## config.mk

```make
export PLATFORM = sky130hd
export DESIGN_NAME = rs_alu
export DESIGN_NICKNAME = d
export VERILOG_FILES = /design/src/rtl/rs_alu.sv
export SDC_FILE = /design/constraint.sdc
export NUM_CORES = 2
export LEC_CHECK = 0
export CAP_MARGIN = 0
export CORE_MARGIN = 2
export CORE_UTILIZATION = 36
export CTS_CLUSTER_DIAMETER = 100
export DETAILED_ROUTE_END_ITERATION = 12
export DONT_BUFFER_PORTS = 1
export GPL_ROUTABILITY_DRIVEN = 0
export PLACE_DENSITY = 0.51
export SLEW_MARGIN = 10
export SYNTH_ARGS = -nofsm -noshare
export SYNTH_HDL_FRONTEND = slang
export SYNTH_SLANG_ARGS = --single-unit
```

## constraint.sdc

```tcl
create_clock -name clk -period 3.5 [get_ports clk]
set_clock_uncertainty 0.05 [all_clocks]
set_input_delay 1.05 -clock clk [delete_from_list [all_inputs] [get_ports clk]]
set_output_delay 1.05 -clock clk [all_outputs]
set_load 0.1 [all_outputs]
```

## src/rtl/rs_alu.sv

```systemverilog
// ALU reservation station: holds dispatched ALU ops until both operands are ready,
// snoops the CDB for wakeup and issues the oldest-slot ready entry through a register.
`ifndef PC_WIDTH
`define PC_WIDTH 32
`endif
`ifndef WORD_WIDTH
`define WORD_WIDTH 32
`endif
`ifndef DATA_WIDTH_ALU_OP
`define DATA_WIDTH_ALU_OP 4
`endif
`ifndef ROB_DEPTH
`define ROB_DEPTH 8
`endif

module rs_alu #(
    parameter int unsigned RS_DEPTH = 4,
    localparam int unsigned RW = $clog2(`ROB_DEPTH)
) (
    input  logic                          clk,
    input  logic                          rst_n,
    input  logic                          cpu_en,
    input  logic                          rs_flush,
    input  logic                          disp_valid,
    input  logic [`PC_WIDTH-1:0]          disp_pc,
    input  logic [`DATA_WIDTH_ALU_OP-1:0] disp_alu_op,
    input  logic [`WORD_WIDTH-1:0]        disp_imm,
    input  logic [RW-1:0]                 disp_rob,
    input  logic                          disp_rs1_rat_valid,
    input  logic [RW-1:0]                 disp_rs1_Paddr,
    input  logic [`WORD_WIDTH-1:0]        disp_rs1_value,
    input  logic                          disp_rs2_rat_valid,
    input  logic [RW-1:0]                 disp_rs2_Paddr,
    input  logic [`WORD_WIDTH-1:0]        disp_rs2_value,
    input  logic                          cdb_valid,
    input  logic [RW-1:0]                 cdb_rob,
    input  logic [`WORD_WIDTH-1:0]        cdb_value,
    output logic                          rs_full,
    output logic                          issue_valid,
    output logic [`PC_WIDTH-1:0]          issue_pc,
    output logic [`DATA_WIDTH_ALU_OP-1:0] issue_alu_op,
    output logic [`WORD_WIDTH-1:0]        issue_imm,
    output logic [RW-1:0]                 issue_rob,
    output logic [`WORD_WIDTH-1:0]        issue_src1,
    output logic [`WORD_WIDTH-1:0]        issue_src2
);

    localparam int unsigned PW = `PC_WIDTH;
    localparam int unsigned WW = `WORD_WIDTH;
    localparam int unsigned OW = `DATA_WIDTH_ALU_OP;
    localparam int unsigned IW = (RS_DEPTH > 1) ? $clog2(RS_DEPTH) : 1;

    logic [RS_DEPTH-1:0] valid_q, valid_d;
    logic [RS_DEPTH-1:0] rdy1_q, rdy1_d, rdy2_q, rdy2_d;
    logic [PW-1:0]       pc_q   [RS_DEPTH];
    logic [PW-1:0]       pc_d   [RS_DEPTH];
    logic [OW-1:0]       op_q   [RS_DEPTH];
    logic [OW-1:0]       op_d   [RS_DEPTH];
    logic [WW-1:0]       imm_q  [RS_DEPTH];
    logic [WW-1:0]       imm_d  [RS_DEPTH];
    logic [RW-1:0]       rob_q  [RS_DEPTH];
    logic [RW-1:0]       rob_d  [RS_DEPTH];
    logic [RW-1:0]       tag1_q [RS_DEPTH];
    logic [RW-1:0]       tag1_d [RS_DEPTH];
    logic [RW-1:0]       tag2_q [RS_DEPTH];
    logic [RW-1:0]       tag2_d [RS_DEPTH];
    logic [WW-1:0]       val1_q [RS_DEPTH];
    logic [WW-1:0]       val1_d [RS_DEPTH];
    logic [WW-1:0]       val2_q [RS_DEPTH];
    logic [WW-1:0]       val2_d [RS_DEPTH];

    logic          issue_valid_q, issue_valid_d;
    logic [PW-1:0] issue_pc_q, issue_pc_d;
    logic [OW-1:0] issue_op_q, issue_op_d;
    logic [WW-1:0] issue_imm_q, issue_imm_d;
    logic [RW-1:0] issue_rob_q, issue_rob_d;
    logic [WW-1:0] issue_src1_q, issue_src1_d;
    logic [WW-1:0] issue_src2_q, issue_src2_d;

    logic          sel_found;
    logic [IW-1:0] sel_idx;
    logic [IW-1:0] free_idx;
    logic          bypass1, bypass2;

    assign rs_full = &valid_q;

    // Both scans use registered state only; descending loop leaves the lowest index.
    always_comb begin
        sel_found = 1'b0;
        sel_idx   = '0;
        free_idx  = '0;
        for (int i = RS_DEPTH - 1; i >= 0; i--) begin
            if (valid_q[i] && rdy1_q[i] && rdy2_q[i]) begin
                sel_found = 1'b1;
                sel_idx   = IW'(i);
            end
            if (!valid_q[i]) begin
                free_idx = IW'(i);
            end
        end
    end

    assign bypass1 = cdb_valid && (cdb_rob == disp_rs1_Paddr);
    assign bypass2 = cdb_valid && (cdb_rob == disp_rs2_Paddr);

    always_comb begin
        valid_d       = valid_q;
        rdy1_d        = rdy1_q;
        rdy2_d        = rdy2_q;
        pc_d          = pc_q;
        op_d          = op_q;
        imm_d         = imm_q;
        rob_d         = rob_q;
        tag1_d        = tag1_q;
        tag2_d        = tag2_q;
        val1_d        = val1_q;
        val2_d        = val2_q;
        issue_valid_d = issue_valid_q;
        issue_pc_d    = issue_pc_q;
        issue_op_d    = issue_op_q;
        issue_imm_d   = issue_imm_q;
        issue_rob_d   = issue_rob_q;
        issue_src1_d  = issue_src1_q;
        issue_src2_d  = issue_src2_q;

        if (cpu_en) begin
            if (rs_flush) begin
                valid_d       = '0;
                issue_valid_d = 1'b0;
            end else begin
                if (cdb_valid) begin
                    for (int i = 0; i < RS_DEPTH; i++) begin
                        if (valid_q[i] && !rdy1_q[i] && (tag1_q[i] == cdb_rob)) begin
                            rdy1_d[i] = 1'b1;
                            val1_d[i] = cdb_value;
                        end
                        if (valid_q[i] && !rdy2_q[i] && (tag2_q[i] == cdb_rob)) begin
                            rdy2_d[i] = 1'b1;
                            val2_d[i] = cdb_value;
                        end
                    end
                end

                issue_valid_d = sel_found;
                if (sel_found) begin
                    issue_pc_d       = pc_q[sel_idx];
                    issue_op_d       = op_q[sel_idx];
                    issue_imm_d      = imm_q[sel_idx];
                    issue_rob_d      = rob_q[sel_idx];
                    issue_src1_d     = val1_q[sel_idx];
                    issue_src2_d     = val2_q[sel_idx];
                    valid_d[sel_idx] = 1'b0;
                end

                // free_idx points at a slot invalid before this edge, never the issued one.
                if (disp_valid && !rs_full) begin
                    valid_d[free_idx] = 1'b1;
                    pc_d[free_idx]    = disp_pc;
                    op_d[free_idx]    = disp_alu_op;
                    imm_d[free_idx]   = disp_imm;
                    rob_d[free_idx]   = disp_rob;
                    tag1_d[free_idx]  = disp_rs1_Paddr;
                    tag2_d[free_idx]  = disp_rs2_Paddr;
                    rdy1_d[free_idx]  = !disp_rs1_rat_valid || bypass1;
                    rdy2_d[free_idx]  = !disp_rs2_rat_valid || bypass2;
                    val1_d[free_idx]  = (disp_rs1_rat_valid && bypass1) ? cdb_value
                                                                        : disp_rs1_value;
                    val2_d[free_idx]  = (disp_rs2_rat_valid && bypass2) ? cdb_value
                                                                        : disp_rs2_value;
                end
            end
        end
    end

    always_ff @(posedge clk or negedge rst_n) begin
        if (!rst_n) begin
            valid_q       <= '0;
            rdy1_q        <= '0;
            rdy2_q        <= '0;
            for (int i = 0; i < RS_DEPTH; i++) begin
                pc_q[i]   <= '0;
                op_q[i]   <= '0;
                imm_q[i]  <= '0;
                rob_q[i]  <= '0;
                tag1_q[i] <= '0;
                tag2_q[i] <= '0;
                val1_q[i] <= '0;
                val2_q[i] <= '0;
            end
            issue_valid_q <= 1'b0;
            issue_pc_q    <= '0;
            issue_op_q    <= '0;
            issue_imm_q   <= '0;
            issue_rob_q   <= '0;
            issue_src1_q  <= '0;
            issue_src2_q  <= '0;
        end else begin
            valid_q       <= valid_d;
            rdy1_q        <= rdy1_d;
            rdy2_q        <= rdy2_d;
            pc_q          <= pc_d;
            op_q          <= op_d;
            imm_q         <= imm_d;
            rob_q         <= rob_d;
            tag1_q        <= tag1_d;
            tag2_q        <= tag2_d;
            val1_q        <= val1_d;
            val2_q        <= val2_d;
            issue_valid_q <= issue_valid_d;
            issue_pc_q    <= issue_pc_d;
            issue_op_q    <= issue_op_d;
            issue_imm_q   <= issue_imm_d;
            issue_rob_q   <= issue_rob_d;
            issue_src1_q  <= issue_src1_d;
            issue_src2_q  <= issue_src2_d;
        end
    end

    assign issue_valid  = issue_valid_q;
    assign issue_pc     = issue_pc_q;
    assign issue_alu_op = issue_op_q;
    assign issue_imm    = issue_imm_q;
    assign issue_rob    = issue_rob_q;
    assign issue_src1   = issue_src1_q;
    assign issue_src2   = issue_src2_q;

endmodule

```

==> qor.yml <==
yosys-top-cells-count: "712 x dfrtp_1, 282 x mux2_2, 265 x inv_1, 252 x a221oi_1, 226 x nor3_1"
drc_errors: 0
grtUsageMet1_pct: 30.1
nFillCells: 8429
yosys-top-cells-area: "dfrtp_1 55%, mux2_2 9.8%, a221oi_1 6.8%"
fin_util_pct: 40.5
ios: 321
rsz0062_at_grt: "no"
row_count: 110
dp.cells: 3885
cts-root-buf: "clkbuf_16"
drt_iter0_markers: 2085
dp_hpwl_mm: 62.5
vias: 24477
post_drt_wl_per_cell_um: 27.9
cts-resized-gates: 0
finalCritPeriodShare_pct: 83.0
yosysTopAreaCell: "dfrtp_1"
drv_slew: 0
syn_inst: 2928
final_antenna_net_count: 0
hp-class: "in -> async"
cts_buffers: 85
cts_htree_levels: 3
clock_path_buffers: 3
start_kind: "flip-flop"
dieArea_mm2: 0.0924
period_minus_slack_ns: 2.91
power_mw: 31.2
initial_core_util_pct: 36.1
cts-hold-fix-buffers: 0
use_met2_pct: 39.8
power_density_mw_per_mm2: 861
ys_seq_elements: 712
grt-ovfl-total: 0
ys_seq_area_share_pct: 55.0
synth.distinct_cells: 42
cp_data_required_time_ns: 2.40
status: "complete, no violations"
netlist_area_mm2: 0.0324
post-cts-setup-buffers: 0
clock.fmax_mhz: 344
tritoncts: "yes"
area_growth_pct: 12.1
worstPathArrival_ns: 1.81
syn_nets: 3112
p_leak_nw: 16.2
clkLatencyLatePin_ns: 0.64
synth_edf_count: 0
relSlewSlack_pct: 22.5
ir_worst_vdd_v: 0.000595
dr.pass1.iters: 5
yosys_warnings: 0
stdcell_area_mm2: 0.0363
antenna_found_initial: 7
async_reset_ff_share_pct: 100
core_mm2: 0.0896
tns_ns: 0
synth_top_cell_area_share_pct: 55.0
syn_area_per_cell_um2: 11.1
die_x_um: 304
maxCapViolations: 0
worst_pin_slew_ns: 1.16
track_usage_pct: 24.1
via_per_inst: 6.04
finalHoldViolations: 0
synth_ff_type: "dfrtp_1"
grt_pass1_vias: 25474
drive_gt1_share_pct: 17.7
clk_pin_slew_ns: 0.06
die_y_um: 304
path_max_fanout: 11
io_buffers: 0
placed_area_mm2: 0.0332
yosysMostFrequentCell: "dfrtp_1"
end_kind: "output port"
fin_nets: 2984
top_usage_layer: "met2"
setup_violations: 0
wirelength_mm: 113
final_cells: 4053
grt_max_degree: 713
grtUsageMet3_pct: 7.14
clock_sinks: 712
crit_type: "reg -> out"
grt_pass1_wl_mm: 169
==> state kept, by name (all words and copies together), names as in the netlist, 12 cells and up <==
| name | flops |
|---|---|
| issue_src1 | 32 |
| tag2_q | 12 |
| imm_q | 128 |
| pc_q | 128 |
| val1_q | 128 |
| issue_imm | 32 |
| tag1_q | 12 |
| rob_q | 12 |
| issue_src2 | 32 |
| val2_q | 128 |
| op_q | 16 |
| issue_pc | 32 |
==> layout by cell type, fill, tap and decap left out, types with 26 or more instances in the layout <==
cell	synthesis	final
xnor2_1	30	30
nand2_1	140	139
dfrtp_1	712	712
mux2_2	282	282
clkbuf_16	0	87
nor3_1	226	226
o221ai_1	135	135
a31oi_1	136	136
a21oi_1	135	135
nor2_1	166	166
mux2_1	26	26
inv_1	265	265
a221oi_1	252	252
buf_4	19	38
mux2i_1	63	63
==> layout make-up <==
cell class              instances  area, um2  share of cell area (%)
repair buffers                 62        796                    2.19
flip-flops and latches        712      17800                    49.1
well taps                    1176       1470                    4.05
diodes                          6       15.0                  0.0413
clock buffers                 125       2540                    6.99
inverters                     265        995                    2.74
clock inverters                33        413                    1.14
multi-input cells            1674      12300                    33.8
==> through the flow <==
stage	setup slack, ns	hold slack [ns]
finish	0.594	0.0501
global route	0.504	0.0234
CTS	0.582	0.0440
detailed placement	0.437	0.425
global placement	0.469	0.417
floorplan	0.996	0.408
==> logic make-up after synthesis <==
kind of cell,Yosys count,synth area share [%]
AO/OA/AOI/OAI,692,16.1
AND/OR/NAND/NOR,580,8.14
XOR/XNOR,30,0.811
multiplexers,372,12.7
buffers and inverters,542,7.27
flip-flops,712,55.0
==> per-layer routing <==
layer / wire (um) / share of wire (%)
met3: 10700 / 9.5
met4: 3380 / 3.0
met5: 12 / 0.011
met2: 54300 / 48
met1: 44900 / 40
==> report_power, final <==
group | total [mW] | internal, mW | switching, mW | leakage (nW)
clock | 9.26 | 5.63 | 3.63 | 1.47
combinational | 4.46 | 2.05 | 2.41 | 6.61
sequential | 17.5 | 10.3 | 7.21 | 8.12
==> worst max-delay path: stages, from the launching register on <==
cell and delay [ns]:
dfrtp_1 0.57, and4_1 0.26, buf_4 0.32
==> final timing paths <==
path	from	endpoint	slack (ns)	depth (start not counted)
worst max-delay path	valid_q[0]	rs_full	0.59	2
worst min-delay path	rst_n	issue_src1[16]	0.05	0
worst max register to register	valid_q[0]	imm_q[5]	1.02	5
worst min register to register	imm_q[20]	imm_q[20]	0.44	1
max in group asynchronous	rst_n	tag1_q[0]	0.88	3
min in group clk	imm_q[20]	imm_q[20]	0.44	1
Power figures use the tool's default switching activity.
